[src/rtl/tproc_isa_pkg.sv]
// Shared ISA definitions for the accelerator instruction processor:
// opcodes, engine unit codes and the dispatch sequencer state encoding.
package tproc_isa_pkg;

   localparam logic [3:0] OPC_NOP    = 4'h0;
   localparam logic [3:0] OPC_LOAD_F = 4'h1;
   localparam logic [3:0] OPC_LOAD_W = 4'h2;
   localparam logic [3:0] OPC_COMP   = 4'h3;
   localparam logic [3:0] OPC_STORE  = 4'h4;
   localparam logic [3:0] OPC_END    = 4'hF;

   localparam logic [1:0] UNIT_LOAD_F = 2'd0;
   localparam logic [1:0] UNIT_LOAD_W = 2'd1;
   localparam logic [1:0] UNIT_COMP   = 2'd2;
   localparam logic [1:0] UNIT_STORE  = 2'd3;

   typedef enum logic [2:0] {
      ST_IDLE   = 3'd0,
      ST_RUN    = 3'd1,
      ST_DRAIN  = 3'd2,
      ST_FINISH = 3'd3,
      ST_ERROR  = 3'd4
   } dispatch_state_t;

   function automatic logic opc_is_issuable(input logic [3:0] opc);
      return (opc == OPC_LOAD_F) || (opc == OPC_LOAD_W) ||
             (opc == OPC_COMP)   || (opc == OPC_STORE);
   endfunction

   function automatic logic [1:0] opc_to_unit(input logic [3:0] opc);
      logic [1:0] unit;
      unit = UNIT_LOAD_F;
      case (opc)
         OPC_LOAD_W: unit = UNIT_LOAD_W;
         OPC_COMP:   unit = UNIT_COMP;
         OPC_STORE:  unit = UNIT_STORE;
         default:    unit = UNIT_LOAD_F;
      endcase
      return unit;
   endfunction

endpackage

[src/rtl/instr_prefetch_fifo.sv]
// Small synchronous prefetch FIFO with a register-file store; the head entry
// is always visible from registers, so dispatch sees it with no read latency.
module instr_prefetch_fifo #(
   parameter int WIDTH = 64,
   parameter int DEPTH = 4
) (
   input  logic             clk,
   input  logic             rst,
   input  logic             push,
   input  logic [WIDTH-1:0] push_data,
   input  logic             pop,
   output logic [WIDTH-1:0] head,
   output logic             full,
   output logic             empty
);

   localparam int PW = $clog2(DEPTH);

   logic [WIDTH-1:0] mem_reg [DEPTH];
   logic [PW-1:0]    wr_ptr_reg;
   logic [PW-1:0]    rd_ptr_reg;
   logic [PW:0]      count_reg;
   logic             do_push;
   logic             do_pop;

   assign full    = (count_reg == (PW+1)'(DEPTH));
   assign empty   = (count_reg == '0);
   assign do_push = push && !full;
   assign do_pop  = pop && !empty;
   assign head    = mem_reg[rd_ptr_reg];

   always_ff @(posedge clk or negedge rst) begin
      if (!rst) begin
         wr_ptr_reg <= '0;
         rd_ptr_reg <= '0;
         count_reg  <= '0;
      end else begin
         if (do_push) wr_ptr_reg <= wr_ptr_reg + 1'b1;
         if (do_pop)  rd_ptr_reg <= rd_ptr_reg + 1'b1;
         case ({do_push, do_pop})
            2'b10:   count_reg <= count_reg + 1'b1;
            2'b01:   count_reg <= count_reg - 1'b1;
            default: count_reg <= count_reg;
         endcase
      end
   end

   // Entries are cleared on reset so the head reads as zero out of reset.
   generate
      for (genvar gi = 0; gi < DEPTH; gi++) begin : g_entry
         always_ff @(posedge clk or negedge rst) begin
            if (!rst) begin
               mem_reg[gi] <= '0;
            end else if (do_push && (wr_ptr_reg == PW'(gi))) begin
               mem_reg[gi] <= push_data;
            end
         end
      end
   endgenerate

endmodule

[src/rtl/instr_dispatch_ctrl.sv]
// Instruction fetch/dispatch sequencer: prefetches program words, issues them
// to the load/compute/store engines. Optional counters via INSTR_DISPATCH_PERF_EN.
module instr_dispatch_ctrl
   import tproc_isa_pkg::*;
#(
   parameter int INSTR_WIDTH = 64,
   parameter int ADDR_WIDTH  = 8,
   parameter int FIFO_DEPTH  = 4
) (
   input  logic                   clk,
   input  logic                   rst,
   input  logic                   acc_enable,
   input  logic [INSTR_WIDTH-1:0] instr_port,
   output logic [ADDR_WIDTH-1:0]  instr_fetch_addr,
   output logic                   instr_rd_en,
   output logic                   issue_valid,
   input  logic                   issue_ready,
   output logic [INSTR_WIDTH-1:0] issue_instr,
   output logic [1:0]             issue_unit,
   output logic                   busy,
   output logic                   done,
   output logic                   err
`ifdef INSTR_DISPATCH_PERF_EN
   ,
   output logic [31:0]            perf_cycles,
   output logic [31:0]            perf_stall
`endif
);

   dispatch_state_t state_reg, state_next;

   logic [ADDR_WIDTH-1:0]  fetch_ptr_reg;
   logic                   err_reg;
   logic [INSTR_WIDTH-1:0] fifo_head;
   logic                   fifo_full;
   logic                   fifo_empty;
   logic                   fifo_pop;
   logic                   fifo_push;
   logic [3:0]             fetch_opc;
   logic [3:0]             head_opc;
   logic                   fetch_is_end;
   logic                   fetch_is_illegal;
   logic                   fetch_at_last;
   logic                   dispatching;
   logic                   start;

   assign fetch_opc        = instr_port[INSTR_WIDTH-1 -: 4];
   assign head_opc         = fifo_head[INSTR_WIDTH-1 -: 4];
   assign fetch_is_end     = (fetch_opc == OPC_END);
   assign fetch_is_illegal = !(fetch_is_end || (fetch_opc == OPC_NOP) || opc_is_issuable(fetch_opc));
   assign fetch_at_last    = (fetch_ptr_reg == {ADDR_WIDTH{1'b1}});
   assign fifo_push        = instr_rd_en && !fetch_is_end && !fetch_is_illegal;
   assign start            = (state_reg == ST_IDLE) && acc_enable;

   instr_prefetch_fifo #(
      .WIDTH (INSTR_WIDTH),
      .DEPTH (FIFO_DEPTH)
   ) u_fifo (
      .clk       (clk),
      .rst       (rst),
      .push      (fifo_push),
      .push_data (instr_port),
      .pop       (fifo_pop),
      .head      (fifo_head),
      .full      (fifo_full),
      .empty     (fifo_empty)
   );

   always_ff @(posedge clk or negedge rst) begin
      if (!rst) state_reg <= ST_IDLE;
      else      state_reg <= state_next;
   end

   always_comb begin
      state_next = state_reg;
      case (state_reg)
         ST_IDLE:   if (acc_enable) state_next = ST_RUN;
         ST_RUN:    if (instr_rd_en && (fetch_is_end || fetch_is_illegal || fetch_at_last))
                       state_next = ST_DRAIN;
         ST_DRAIN:  if (fifo_empty) state_next = err_reg ? ST_ERROR : ST_FINISH;
         ST_FINISH: state_next = ST_IDLE;
         ST_ERROR:  state_next = ST_IDLE;
         default:   state_next = ST_IDLE;
      endcase
   end

   // Fullness is judged at the start of the cycle, so a same-cycle pop
   // cannot make room for a fetch.
   always_comb begin
      dispatching = (state_reg == ST_RUN) || (state_reg == ST_DRAIN);
      instr_rd_en = (state_reg == ST_RUN) && !fifo_full;
      issue_valid = dispatching && !fifo_empty && (head_opc != OPC_NOP);
      fifo_pop    = dispatching && !fifo_empty && ((head_opc == OPC_NOP) || issue_ready);
      busy        = (state_reg != ST_IDLE);
      done        = (state_reg == ST_FINISH);
   end

   // The pointer parks on the last address instead of wrapping to 0.
   always_ff @(posedge clk or negedge rst) begin
      if (!rst) begin
         fetch_ptr_reg <= '0;
         err_reg       <= 1'b0;
      end else if (start) begin
         fetch_ptr_reg <= '0;
         err_reg       <= 1'b0;
      end else if (instr_rd_en) begin
         if (fifo_push && !fetch_at_last) fetch_ptr_reg <= fetch_ptr_reg + 1'b1;
         if (fetch_is_illegal || (fetch_at_last && !fetch_is_end)) err_reg <= 1'b1;
      end
   end

   assign instr_fetch_addr = fetch_ptr_reg;
   assign issue_instr      = fifo_head;
   assign issue_unit       = opc_to_unit(head_opc);
   assign err              = err_reg;

`ifdef INSTR_DISPATCH_PERF_EN
   logic [31:0] perf_cycles_reg;
   logic [31:0] perf_stall_reg;

   always_ff @(posedge clk or negedge rst) begin
      if (!rst) begin
         perf_cycles_reg <= '0;
         perf_stall_reg  <= '0;
      end else if (start) begin
         perf_cycles_reg <= '0;
         perf_stall_reg  <= '0;
      end else if (busy) begin
         if (perf_cycles_reg != '1) perf_cycles_reg <= perf_cycles_reg + 1'b1;
         if (issue_valid && !issue_ready && (perf_stall_reg != '1))
            perf_stall_reg <= perf_stall_reg + 1'b1;
      end
   end

   assign perf_cycles = perf_cycles_reg;
   assign perf_stall  = perf_stall_reg;
`endif

endmodule
[config.mk]
export PLATFORM = sky130hd
export DESIGN_NAME = instr_dispatch_ctrl
export DESIGN_NICKNAME = d
export VERILOG_FILES = /design/src/rtl/tproc_isa_pkg.sv /design/src/rtl/instr_prefetch_fifo.sv /design/src/rtl/instr_dispatch_ctrl.sv
export SDC_FILE = /design/constraint.sdc
export NUM_CORES = 1
export LEC_CHECK = 0
export ABC_CLOCK_PERIOD_IN_PS = 2900
export CAP_MARGIN = 15
export CORE_MARGIN = 10
export CORE_UTILIZATION = 51
export DETAILED_ROUTE_END_ITERATION = 10
export PLACE_DENSITY = 0.83
export SYNTH_ARGS = -nofsm -noshare
export SYNTH_HDL_FRONTEND = slang
export SYNTH_HIERARCHICAL = 1
export SYNTH_SLANG_ARGS = --single-unit
export TNS_END_PERCENT = 30
[constraint.sdc]
create_clock -name clk -period 2.9 [get_ports clk]
set_clock_uncertainty 0.05 [all_clocks]
set_input_delay 0.87 -clock clk [delete_from_list [all_inputs] [get_ports clk]]
set_output_delay 0.87 -clock clk [all_outputs]
set_load 0.005 [all_outputs]
==> flow_results.xml <==
<?xml version="1.0" encoding="UTF-8"?>
<metrics>
  <group name="placed_design">
    <metric name="dpl.cell_count" unit="">1203</metric>
    <metric name="io_buf_count" unit="">146</metric>
    <metric name="place.detailed.hpwl" unit="um">17500</metric>
    <metric name="gpl.final_weighted_congestion" unit="">0.802</metric>
  </group>
  <group name="status">
    <metric name="run_status" unit="">complete, but fails checks</metric>
    <metric name="violations" unit="">setup timing</metric>
  </group>
  <group name="critical_path">
    <metric name="crit_family" unit="">flip-flops</metric>
    <metric name="crit_top_cell" unit="">buf_6</metric>
    <metric name="worst-setup-path-type" unit="">flip-flop to primary output</metric>
    <metric name="timing.critical_path.cells" unit="">buf_6 &gt; mux4_2 &gt; buf_6 &gt; xnor2_2 &gt; nor3_1 &gt; buf_2</metric>
    <metric name="cp_num_cells" unit="">6</metric>
    <metric name="critical_path.n_buffers_inverters" unit="">3</metric>
    <metric name="worst-endpoint-arrival" unit="ns">2.27</metric>
    <metric name="setup.worst_path.end_class" unit="">primary output</metric>
    <metric name="critPathRequiredTime" unit="ns">1.98</metric>
    <metric name="worst-r2r-cell-count" unit="">13</metric>
    <metric name="critical_path_peak_fanout" unit="">3</metric>
    <metric name="crit_path_start_kind" unit="">flip-flop</metric>
    <metric name="cp_slowest_cell" unit="">dfrtp_4</metric>
    <metric name="slowest_delay" unit="ns">0.51</metric>
  </group>
  <group name="yosys">
    <metric name="mappedNetlistArea" unit="um2">12300</metric>
    <metric name="yosys.cell_types.count" unit="">44</metric>
    <metric name="synthesis.nets" unit="">814</metric>
    <metric name="synth_warnings" unit="">6</metric>
    <metric name="syn_avg_cell_area" unit="um2">16.7</metric>
    <metric name="synth.ff_latch_count" unit="">275</metric>
    <metric name="synth_seq_area_share" unit="%">55.8</metric>
    <metric name="gate_count_of_the_mapped_netlist" unit="">739</metric>
  </group>
  <group name="timing">
    <metric name="layout_setup_ws" unit="ns">-0.286</metric>
    <metric name="rsz0062_at_grt" unit="">true</metric>
    <metric name="final_hold_viol_count" unit="">0</metric>
    <metric name="fin_crit" unit="ns">3.19</metric>
    <metric name="max_freq" unit="MHz">314</metric>
    <metric name="slew_worst_pin" unit="ns">0.579</metric>
    <metric name="final_max_slew_viol_count" unit="">0</metric>
    <metric name="maxSlewHeadroom" unit="%">61.3</metric>
    <metric name="finalSetupViolations" unit="">60</metric>
    <metric name="final_min_period_over_clock_period" unit="%">110</metric>
    <metric name="finalHoldWorstSlack" unit="ns">0.232</metric>
  </group>
  <group name="floorplan">
    <metric name="initial_utilization" unit="%">52.2</metric>
    <metric name="chipHeight" unit="um">175</metric>
    <metric name="die_w" unit="um">175</metric>
    <metric name="core_area" unit="um2">23600</metric>
    <metric name="die_area" unit="um2">30800</metric>
    <metric name="io-pin-count" unit="">147</metric>
    <metric name="rows" unit="">56</metric>
  </group>
  <group name="global_routing">
    <metric name="gr_usage_total" unit="%">17.9</metric>
    <metric name="grt_first_pass_wirelength" unit="um">45000</metric>
    <metric name="grt_max_degree" unit="">69</metric>
    <metric name="gr_overflow_total" unit="">0</metric>
    <metric name="antenna_found_initial" unit="">1</metric>
    <metric name="first_global_vias" unit="">8072</metric>
  </group>
  <group name="route">
    <metric name="wirelength" unit="um">27600</metric>
    <metric name="detailroute.via_count" unit="">7100</metric>
    <metric name="first_pass_drt_iterations" unit="">6</metric>
    <metric name="route.antenna.remaining_nets" unit="">0</metric>
    <metric name="drt-wirelength-per-cell" unit="um">21.3</metric>
    <metric name="avgViaCountPerCell" unit="">5.50</metric>
    <metric name="remaining_drc_errors" unit="">0</metric>
    <metric name="drt_first_iter_violations" unit="">385</metric>
  </group>
  <group name="finish">
    <metric name="nets_finish" unit="">1025</metric>
    <metric name="largest_reg_flops" unit="">256</metric>
    <metric name="syn2layout_area_growth" unit="%">26.9</metric>
    <metric name="final_layout_size_suffix_gt1_share" unit="%">55.1</metric>
    <metric name="finalNonFillerCells" unit="">1292</metric>
    <metric name="final_util" unit="%">66.3</metric>
  </group>
  <group name="clock_tree">
    <metric name="clock_latency" unit="ns">0.52</metric>
    <metric name="numClockSinks" unit="">275</metric>
    <metric name="clockRootBuffer" unit="">clkbuf_16</metric>
    <metric name="clk_pin_slew_worst_paths" unit="ns">0.06</metric>
    <metric name="max-clock-path-buffers" unit="">3</metric>
    <metric name="h-tree-depth" unit="">1</metric>
    <metric name="cts_tree" unit="">done</metric>
    <metric name="cts.hold.buffers_added" unit="">0</metric>
    <metric name="tritoncts.num_buffers" unit="">29</metric>
  </group>
  <group name="pwr">
    <metric name="leakage" unit="nW">7.15</metric>
    <metric name="power_dissipated_by_switching_net_loads" unit="mW">5.02</metric>
    <metric name="seq_power_share" unit="%">36.7</metric>
    <metric name="p_int" unit="mW">12.3</metric>
    <metric name="irDropWorstVdd" unit="V">0.000684</metric>
    <metric name="clkPwrFrac" unit="%">22.1</metric>
    <metric name="p_sw_share" unit="%">29.0</metric>
    <metric name="comb_power_share" unit="%">41.1</metric>
    <metric name="cellPowerDensity" unit="nW/um2">1110</metric>
  </group>
  <group name="run">
    <metric name="maxCapViolations" unit="">0</metric>
  </group>
  <group name="hold_path">
    <metric name="hp-class" unit="">input pin to async pin</metric>
  </group>
</metrics>
-- stage by stage --
step	TNS, ns	cell area (um2)	power, mW	setup slack [ns]
after floorplan	0	12300	10.0	0.00682
final	-4.91	15700	17.3	-0.286
after global routing	-9.17	15600	18.3	-0.366
after CTS	-7.03	15500	17.1	-0.263
after global placement	-13.82	14300	12.8	-0.104
after detailed placement	-26.63	14300	13.1	-0.170
-- what timing repair did --
action / 4_1_cts / 5_1_grt
pin swaps: 3 / 11
setup endpoints to repair: 70 / 69
cloned: 3 / 0
resized for setup: 263 / 49
setup buffers: 22 / 10
-- area by class of cell --
class                      count  area, um2
inverter                      11       41.3
timing repair buffer         221       2250
clock inverter                18        225
fill                        1668       7960
antenna                        1       2.50
sequential                   275       6890
multi-input combinational    412       5080
tap                          319        399
clock buffer                  35        768
-- metal layers --
| metal | track usage [%] | wire, um |
|---|---|---|
| met1 | 23.8 | 12300 |
| met2 | 29.9 | 13700 |
| met3 | 3.58 | 1240 |
| met4 | 3.50 | 358 |
| met5 | 0 | 11 |
-- cells in the final DEF, fill, tap and decap left out, types with 5 or more instances in the layout --
cell type / synthesis / layout
dfrtp_1: 275 / 273
mux2_2: 257 / 257
clkdlybuf4s50_1: 0 / 77
mux4_2: 64 / 64
buf_2: 6 / 40
clkbuf_16: 0 / 29
buf_4: 0 / 29
buf_6: 6 / 28
buf_12: 0 / 25
clkbuf_2: 0 / 13
nand2_1: 12 / 11
inv_1: 11 / 10
clkinv_2: 0 / 10
nor2_1: 11 / 8
nor2_4: 0 / 6
ha_1: 6 / 5
bufinv_16: 0 / 5
-- cells in the mapped netlist (all sizes together) --
cell	count	area share [%]
inv	11	0.33
fa	1	0.16
o31ai	4	0.24
clkbuf	25	2.4
and4b	1	0.081
or3b	1	0.071
and2	1	0.051
o211ai	3	0.18
ha	6	0.61
and3b	1	0.081
or4	1	0.061
mux2	257	23
o311ai	2	0.14
o211a	1	0.081
nand3	3	0.16
mux2i	2	0.16
nand4	4	0.20
o21ai	1	0.041
mux4	64	12
nor4	2	0.10
nor2	15	0.54
a21oi	3	0.12
or3	1	0.051
buf	16	0.91
o31a	1	0.071
a31oi	1	0.051
nor3	3	0.12
dfrtp	275	56
nand3b	3	0.18
nand2	12	0.37
o32ai	2	0.14
xnor2	5	0.36
nand2b	2	0.10
xor2	4	0.28
nor3b	1	0.10
o41ai	1	0.13
nor4b	2	0.26
and2b	1	0.071
-- power groups by stage --
stage	combinational (mW)	clock (mW)	sequential (mW)
floorplan	4.01	0	6.04
global placement	6.53	0	6.29
detailed placement	6.72	0	6.40
CTS	6.86	3.91	6.36
global route	7.65	4.09	6.57
finish	7.12	3.83	6.36
-- cell families (layout without fill, tap and decap cells) --
kind of cell	count (synthesis)	after routing	synth area share [%]
other	0	1	0
multiplexers	323	323	35.3
adder cells (fa/ha/maj)	7	7	0.771
flip-flops	275	275	55.8
AND/OR/NAND/NOR	54	54	2.61
XOR/XNOR	9	9	0.639
AO/OA/AOI/OAI	19	19	1.21
buffers and inverters	52	285	3.63
-- worst paths after layout --
path | from | to | slack [ns]
setup / recovery | u_fifo/rd_ptr_reg[0]$_DFFE_PN0P_ | issue_unit[0] | -0.29
hold / removal | rst | u_fifo/mem_reg[11]$_DFFE_PN0P_ | 0.23
setup reg to reg | u_fifo/rd_ptr_reg[0]$_DFFE_PN0P_ | u_fifo/count_reg[2]$_DFFE_PN0P_ | -0.19
hold reg to reg | u_fifo/mem_reg[133]$_DFFE_PN0P_ | u_fifo/mem_reg[133]$_DFFE_PN0P_ | 0.45
max in group asynchronous | rst | u_fifo/rd_ptr_reg[0]$_DFFE_PN0P_ | 1.84
min in group clk | u_fifo/mem_reg[133]$_DFFE_PN0P_ | u_fifo/mem_reg[133]$_DFFE_PN0P_ | 0.45
Note: power is estimated with default switching activity, not from simulation.
